==> config.mk <==
export PLATFORM = sky130hd
export DESIGN_NAME = outport_switch_alloc
export DESIGN_NICKNAME = d
export VERILOG_FILES = /design/src/rtl/outport_switch_alloc_pkg.sv /design/src/rtl/outport_switch_alloc_credit_counter.sv /design/src/rtl/outport_switch_alloc.sv
export SDC_FILE = /design/constraint.sdc
export NUM_CORES = 1
export LEC_CHECK = 0
export CAP_MARGIN = 20
export CORE_AREA = 2 2 109 111
export CTS_BUF_LIST = sky130_fd_sc_hd__clkbuf_4 sky130_fd_sc_hd__clkbuf_8 sky130_fd_sc_hd__clkbuf_16
export CTS_CLUSTER_DIAMETER = 120
export CTS_CLUSTER_SIZE = 10
export DETAILED_ROUTE_END_ITERATION = 8
export DIE_AREA = 0 0 111 113
export PLACE_DENSITY = 0.8
export SYNTH_ARGS = -nofsm -noshare
export SYNTH_HDL_FRONTEND = slang
export SYNTH_SLANG_ARGS = --single-unit
==> constraint.sdc <==
create_clock -name clk -period 6 [get_ports clk]
set_input_delay 0.6 -clock clk [delete_from_list [all_inputs] [get_ports clk]]
set_output_delay 0.6 -clock clk [all_outputs]
set_load 0.01 [all_outputs]
==> src/rtl/outport_switch_alloc_pkg.sv <==
// ----------------------------------------------------------------------------
// outport_switch_alloc_pkg
// Shared constants and types for the per-outport switch allocator:
//   - default sizing (ports, flit width, downstream credits)
//   - flit type codes and the position of the type field inside a flit
//   - allocator FSM state encoding
// No ports (package).
// ----------------------------------------------------------------------------
package outport_switch_alloc_pkg;

    localparam int DEFAULT_PORTS   = 7;
    localparam int DEFAULT_FLIT_W  = 32;
    localparam int DEFAULT_CREDITS = 4;
    localparam int DEFAULT_CRED_W  = 3;
    localparam int LOG_PORTS_CNT   = 3;

    // Flit type lives in flit bits [0:1] (bit 0 is the leftmost/MSB bit).
    localparam int FLIT_TYPE_POS = 0;
    localparam int FLIT_TYPE_W   = 2;

    localparam logic [1:0] FLIT_TYPE_HEADTAIL = 2'b00;
    localparam logic [1:0] FLIT_TYPE_HEAD     = 2'b01;
    localparam logic [1:0] FLIT_TYPE_BODY     = 2'b10;
    localparam logic [1:0] FLIT_TYPE_TAIL     = 2'b11;

    typedef enum logic {
        ALLOC_IDLE   = 1'b0,
        ALLOC_LOCKED = 1'b1
    } alloc_state_t;

    // A packet may only start with a HEAD or a single-flit HEADTAIL.
    function automatic logic is_start_type(input logic [1:0] t);
        return (t == FLIT_TYPE_HEAD) || (t == FLIT_TYPE_HEADTAIL);
    endfunction

    // TAIL and HEADTAIL both close a packet.
    function automatic logic is_end_type(input logic [1:0] t);
        return (t == FLIT_TYPE_TAIL) || (t == FLIT_TYPE_HEADTAIL);
    endfunction

endpackage

==> src/rtl/outport_switch_alloc_credit_counter.sv <==
// ----------------------------------------------------------------------------
// outport_credit_counter
// Up/down saturating counter of downstream buffer slots.
//   clk, rst     : clock, async active-high reset (loads CREDITS)
//   inc          : downstream returned one slot (ignored when already full)
//   dec          : a flit was forwarded (only issued when nonzero)
//   credit_cnt   : available credits
//   nonzero      : credit_cnt != 0, used to gate forwarding
// ----------------------------------------------------------------------------
module outport_credit_counter
    import outport_switch_alloc_pkg::*;
#(
    parameter int CREDITS = DEFAULT_CREDITS,
    parameter int CRED_W  = DEFAULT_CRED_W
) (
    input  logic              clk,
    input  logic              rst,
    input  logic              inc,
    input  logic              dec,
    output logic [CRED_W-1:0] credit_cnt,
    output logic              nonzero
);

    localparam logic [CRED_W-1:0] MAX_CNT = CRED_W'(CREDITS);

    logic at_max;

    assign at_max  = (credit_cnt == MAX_CNT);
    assign nonzero = (credit_cnt != '0);

    always_ff @(posedge clk or posedge rst) begin
        if (rst) begin
            credit_cnt <= MAX_CNT;
        end else begin
            case ({inc, dec})
                2'b10: if (!at_max) credit_cnt <= credit_cnt + 1'b1;
                2'b01: if (nonzero) credit_cnt <= credit_cnt - 1'b1;
                default: ; // idle, or return and consume cancel out
            endcase
        end
    end

endmodule

==> src/rtl/outport_switch_alloc.sv <==
// ----------------------------------------------------------------------------
// outport_switch_alloc
// Per-outport switch allocation and traversal. Takes the priority resolver's
// winner, locks the outport to that inport for a whole wormhole packet, gates
// forwarding on downstream credits, pops the granted inport and registers the
// forwarded flit.
//
// Ports:
//   clk, rst        : clock, async active-high reset
//   isNew           : resolver has a new head flit for this outport
//   firstPriority   : resolver winner inport id
//   flit_in         : head-of-queue flits, inport i at [i*FLIT_W +: FLIT_W]
//   flit_valid      : per-inport head-of-queue valid, [0:PORTS-1]
//   credit_in       : one-cycle pulse, downstream freed a slot
//   pop             : one-hot combinational dequeue strobe, [0:PORTS-1]
//   out_flit        : registered forwarded flit
//   out_valid       : out_flit valid this cycle
//   locked          : outport owned by a packet
//   owner           : owning inport (0 when not locked)
//   credit_cnt      : available downstream credits
//   pkt_count       : (OUTPORT_ALLOC_STATS_EN) packets forwarded, wraps
//   credit_err      : (OUTPORT_ALLOC_STATS_EN) sticky credit overflow flag
//
// Optional feature macro: OUTPORT_ALLOC_STATS_EN adds pkt_count/credit_err.
//
// FSM states:
//   ALLOC_IDLE   | no packet owns the outport; resolver winner may start one
//   ALLOC_LOCKED | outport owned by `owner` until its TAIL is forwarded
// ----------------------------------------------------------------------------
module outport_switch_alloc
    import outport_switch_alloc_pkg::*;
#(
    parameter int PORTS   = DEFAULT_PORTS,
    parameter int FLIT_W  = DEFAULT_FLIT_W,
    parameter int CREDITS = DEFAULT_CREDITS,
    parameter int CRED_W  = DEFAULT_CRED_W
) (
    input  logic                     clk,
    input  logic                     rst,
    input  logic                     isNew,
    input  logic [LOG_PORTS_CNT-1:0] firstPriority,
    input  logic [0:PORTS*FLIT_W-1]  flit_in,
    input  logic [0:PORTS-1]         flit_valid,
    input  logic                     credit_in,
    output logic [0:PORTS-1]         pop,
    output logic [0:FLIT_W-1]        out_flit,
    output logic                     out_valid,
    output logic                     locked,
    output logic [LOG_PORTS_CNT-1:0] owner,
    output logic [CRED_W-1:0]        credit_cnt
`ifdef OUTPORT_ALLOC_STATS_EN
    ,
    output logic [15:0]              pkt_count,
    output logic                     credit_err
`endif
);

    localparam int SEL_W = LOG_PORTS_CNT;

    alloc_state_t     state_q, state_d;
    logic [SEL_W-1:0] owner_q, owner_d;
    logic [SEL_W-1:0] sel;
    logic             sel_valid;
    logic [0:FLIT_W-1] sel_flit;
    logic [1:0]       sel_type;
    logic             fp_in_range;
    logic             send;
    logic             credit_nonzero;

    outport_credit_counter #(
        .CREDITS (CREDITS),
        .CRED_W  (CRED_W)
    ) u_credit (
        .clk        (clk),
        .rst        (rst),
        .inc        (credit_in),
        .dec        (send),
        .credit_cnt (credit_cnt),
        .nonzero    (credit_nonzero)
    );

    // While locked the resolver is ignored and the owner is the only candidate.
    assign sel = (state_q == ALLOC_LOCKED) ? owner_q : firstPriority;

    // Widened compare so the range check stays correct if PORTS == 2**SEL_W.
    assign fp_in_range = ({1'b0, firstPriority} < (SEL_W + 1)'(PORTS));

    // Mux out the selected inport; ids beyond PORTS select nothing.
    always_comb begin
        sel_valid = 1'b0;
        sel_flit  = '0;
        for (int i = 0; i < PORTS; i++) begin
            if (sel == SEL_W'(i)) begin
                sel_valid = flit_valid[i];
                sel_flit  = flit_in[i*FLIT_W +: FLIT_W];
            end
        end
    end

    assign sel_type = sel_flit[FLIT_TYPE_POS +: FLIT_TYPE_W];

    always_ff @(posedge clk or posedge rst) begin
        if (rst) begin
            state_q <= ALLOC_IDLE;
            owner_q <= '0;
        end else begin
            state_q <= state_d;
            owner_q <= owner_d;
        end
    end

    // rst gates send so no inport is popped while the stage is held in reset.
    always_comb begin
        state_d = state_q;
        owner_d = owner_q;
        send    = 1'b0;
        case (state_q)
            ALLOC_IDLE: begin
                if (!rst && isNew && fp_in_range && sel_valid &&
                    is_start_type(sel_type) && credit_nonzero) begin
                    send = 1'b1;
                    if (sel_type == FLIT_TYPE_HEAD) begin
                        state_d = ALLOC_LOCKED;
                        owner_d = firstPriority;
                    end
                end
            end
            ALLOC_LOCKED: begin
                if (!rst && sel_valid && credit_nonzero) begin
                    send = 1'b1;
                    if (sel_type == FLIT_TYPE_TAIL) begin
                        state_d = ALLOC_IDLE;
                        owner_d = '0;
                    end
                end
            end
            default: begin
                state_d = ALLOC_IDLE;
                owner_d = '0;
            end
        endcase
    end

    always_comb begin
        pop = '0;
        for (int i = 0; i < PORTS; i++) begin
            pop[i] = send && (sel == SEL_W'(i));
        end
    end

    always_ff @(posedge clk or posedge rst) begin
        if (rst) begin
            out_flit  <= '0;
            out_valid <= 1'b0;
        end else begin
            out_valid <= send;
            if (send) out_flit <= sel_flit;
        end
    end

    assign locked = (state_q == ALLOC_LOCKED);
    assign owner  = owner_q;

`ifdef OUTPORT_ALLOC_STATS_EN
    always_ff @(posedge clk or posedge rst) begin
        if (rst) begin
            pkt_count  <= '0;
            credit_err <= 1'b0;
        end else begin
            if (send && is_end_type(sel_type)) pkt_count <= pkt_count + 16'd1;
            if (credit_in && (credit_cnt == CRED_W'(CREDITS))) credit_err <= 1'b1;
        end
    end
`endif

endmodule

==> results.sh <==
export IMPL_status="complete, no violations"
export IMPL_cts_sinks=40
export IMPL_path_class="input pin to primary output"
export IMPL_global_route_usage_total_pct=26.2
export IMPL_synthesis_nets=714
export IMPL_cts_tree="done"
export IMPL_critical_path_max_stage_delay_ps=600
export IMPL_timing_slew_headroom_pct=33.8
export IMPL_path_cells="clkdlybuf4s50_1, mux2_1, nand2_1, o221ai_1, a311oi_4, nand2_4, nor3_1, clkdlybuf4s50_1"
export IMPL_final_max_slew_violation_count=0
export IMPL_achievable_frequency_ghz=0.207
export IMPL_fill_cells=980
export IMPL_final_layout_size_suffix_gt1_share_pct=8.82
export IMPL_gp_congestion=0.963
export IMPL_clkTransAtPathRegs_ps=60
export IMPL_synth_distinct_cells=47
export IMPL_ant_nets=0
export IMPL_max_clock_path_buffers=2
export IMPL_design_core_area_sq_um=11300
export IMPL_dp_cells=872
export IMPL_startpoint_type="input pin"
export IMPL_maxCapViolCount=0
export IMPL_ioPinCount=285
export IMPL_powerDensity_nw_per_um2=375
export IMPL_worst_path_max_delay_cell="sky130_fd_sc_hd__clkdlybuf4s50_1"
export IMPL_layoutNonFillerInstCount=880
export IMPL_cts_hold_buffers_added=0
export IMPL_grt_first_pass_wirelength_um=26500
export IMPL_top_cells_by_area_synth="sky130_fd_sc_hd__dfrtp_1 (26%), sky130_fd_sc_hd__mux2_4 (13%), sky130_fd_sc_hd__nand2_1 (12%)"
export IMPL_htree_num_levels=2
export IMPL_worst_setup_path_end_kind="primary output"
export IMPL_critical_path_top_delay_family="buffers and inverters"
export IMPL_synth_sequential_area_ratio_pct=27.1
export IMPL_synth_seq_cells=40
export IMPL_hold_viol_final=0
export IMPL_critPathMostFrequentCell="sky130_fd_sc_hd__clkdlybuf4s50_1"
export IMPL_postSynth_topFlopCell="sky130_fd_sc_hd__dfrtp_1"
export IMPL_vdd_ir_drop_worst_uv=301
export IMPL_num_vias=4810
export IMPL_area_of_the_mapped_netlist_sq_um=3690
export IMPL_setup_viol_count_final=0
export IMPL_placement_io_buffers=284
export IMPL_fin_crit_sh_pct=80.5
export IMPL_worst_slew_pin_transition_ps=990
export IMPL_synthesis_area_per_instance_sq_um=7.78
export IMPL_avgViaCountPerCell=5.47
export IMPL_synth_enable_flop_cells=0
export IMPL_detailedPlacementHpwl_um=12700
export IMPL_synth_commonest_cells="sky130_fd_sc_hd__nand2_1 (120), sky130_fd_sc_hd__a21oi_1 (67), sky130_fd_sc_hd__dfrtp_1 (39), sky130_fd_sc_hd__nor2_1 (39), sky130_fd_sc_hd__mux2_4 (31)"
export IMPL_drt_first_pass_iters=5
export IMPL_sum_of_buffers_and_inverters_on_the_critical_path=2
export IMPL_die_height_um=113
export IMPL_post_cts_resized_instances=0
export IMPL_min_path_type="flop to flop"
export IMPL_antenna_diode_count=0
export IMPL_detail_route_drc_violations=0
export IMPL_fp_dieW_um=111
export IMPL_postCtsSetupBuffers=0
export IMPL_power_leakage_nw=2.78
export IMPL_global_route_total_overflow=0
export IMPL_min_hold_slack_ps=505
export IMPL_cts_inserted_buffers=5
export IMPL_critPathRequiredTime_ps=5400
export IMPL_yosys_area_top_type_share_pct=26.4
export IMPL_totalPowerFinal_mw=2.55
export IMPL_ys_warnings_count=0
export IMPL_finalSetupTns_ps=0
export IMPL_detail_route_wirelength_um=17100
export IMPL_grt_antenna_before_repair=0
export IMPL_yosys_cell_count_top_type="sky130_fd_sc_hd__nand2_1"
export IMPL_synthesis_instances=475
export IMPL_placedInstanceArea_sq_um=6640
export IMPL_finalClockSkew_ps=2.25
export IMPL_grt_pass1_vias=5066
export IMPL_clock_root_buffer="sky130_fd_sc_hd__clkbuf_16"
export IMPL_area_growth_synth_to_final_pct=84.2
export IMPL_initial_core_utilization_pct=32.8
export IMPL_share_of_synthesized_flip_flops_with_an_asynchronous_set_or_reset_pct=100
export IMPL_crit_path_max_fanout=41
export IMPL_grt_start_max_net_pins=42
export IMPL_area_of_the_die_sq_um=12500
export IMPL_yosys_area_top_type="sky130_fd_sc_hd__dfrtp_1"
export IMPL_cp_data_arrival_time_ps=4230
export IMPL_route_detailed_wl_per_inst_um=19.4
export IMPL_placement_rows=39
export IMPL_period_minus_slack_ps=4830
export IMPL_layout_nets=975
export IMPL_rsz0062_at_grt="false"
export IMPL_drt_iter0_markers=401
export IMPL_final_cell_area_sq_um=6810
export IMPL_clock_latency_ps=270
## metrics by stage
stage          setup WS [ps]  utilization (%)
2_1_floorplan           3110                -
3_3_place_gp            1320             58.9
3_5_place_dp            1200             58.9
4_1_cts                 1190             60.4
5_1_grt                  894             60.4
6_report                1170             60.4
## cell families (layout without fill, tap and decap cells)
group / count (synthesis) / in the layout / share of synthesized area, %
AO/OA/AOI/OAI: 154 / 154 / 27.9
XOR/XNOR: 1 / 1 / 0.237
adder cells (fa/ha/maj): 1 / 1 / 0.542
buffers and inverters: 48 / 310 / 6.06
flip-flops: 40 / 40 / 27.1
multiplexers: 46 / 46 / 17.8
AND/OR/NAND/NOR: 185 / 185 / 20.4
## layout make-up
cell class	instances	area, sq um	share of cell area [%]
clock buffer	6	133	1.95
multi-input combinational	387	2510	36.9
tap	143	179	2.63
timing repair buffer	293	2910	42.8
clock inverter	2	35.0	0.515
inverter	9	33.8	0.496
sequential	40	1000	14.7
## where the power goes
group          internal (mW)  switching, mW
combinational          0.878          0.852
clock                  0.200          0.105
sequential             0.403          0.112
## flip-flops by register name (all words and copies together) (netlist names)
register,count
locked,1
out_flit,32
out_valid,1
owner,3
u_credit.credit_cnt,3
## routing by layer
layer  share of wire, %  GRT usage [%]
met1                 40           31.4
met4                2.2           7.83
met5                  0              0
met2                 50           47.6
met3                7.6           5.14
## final timing paths
check	startpoint	endpoint	slack [ps]	cells after the start
max	firstPriority[2]	pop[1]	1170	8
min	out_flit[19]	out_flit[19]	510	1
max reg2reg	locked	out_flit[14]	2130	7
min reg2reg	out_flit[19]	out_flit[19]	510	1
max in group asynchronous	rst	u_credit.credit_cnt[0]	4560	2
min in group asynchronous	rst	out_flit[0]	870	2
## cells in the final DEF, fill, tap and decap left out, types with 3 or more instances in the layout
cell type,count
sky130_fd_sc_hd__clkdlybuf4s50_1,284
sky130_fd_sc_hd__nand2_1,120
sky130_fd_sc_hd__a21oi_1,66
sky130_fd_sc_hd__dfrtp_1,39
sky130_fd_sc_hd__nor2_1,38
sky130_fd_sc_hd__mux2_4,31
sky130_fd_sc_hd__o22ai_1,29
sky130_fd_sc_hd__a2111oi_0,26
sky130_fd_sc_hd__nor3_1,10
sky130_fd_sc_hd__buf_4,9
sky130_fd_sc_hd__nand3_1,8
sky130_fd_sc_hd__inv_1,7
sky130_fd_sc_hd__mux2_1,5
sky130_fd_sc_hd__clkbuf_16,5
sky130_fd_sc_hd__mux2i_1,4
sky130_fd_sc_hd__o2111ai_1,4
sky130_fd_sc_hd__a32o_1,3
(Power assumes the default switching activity.)
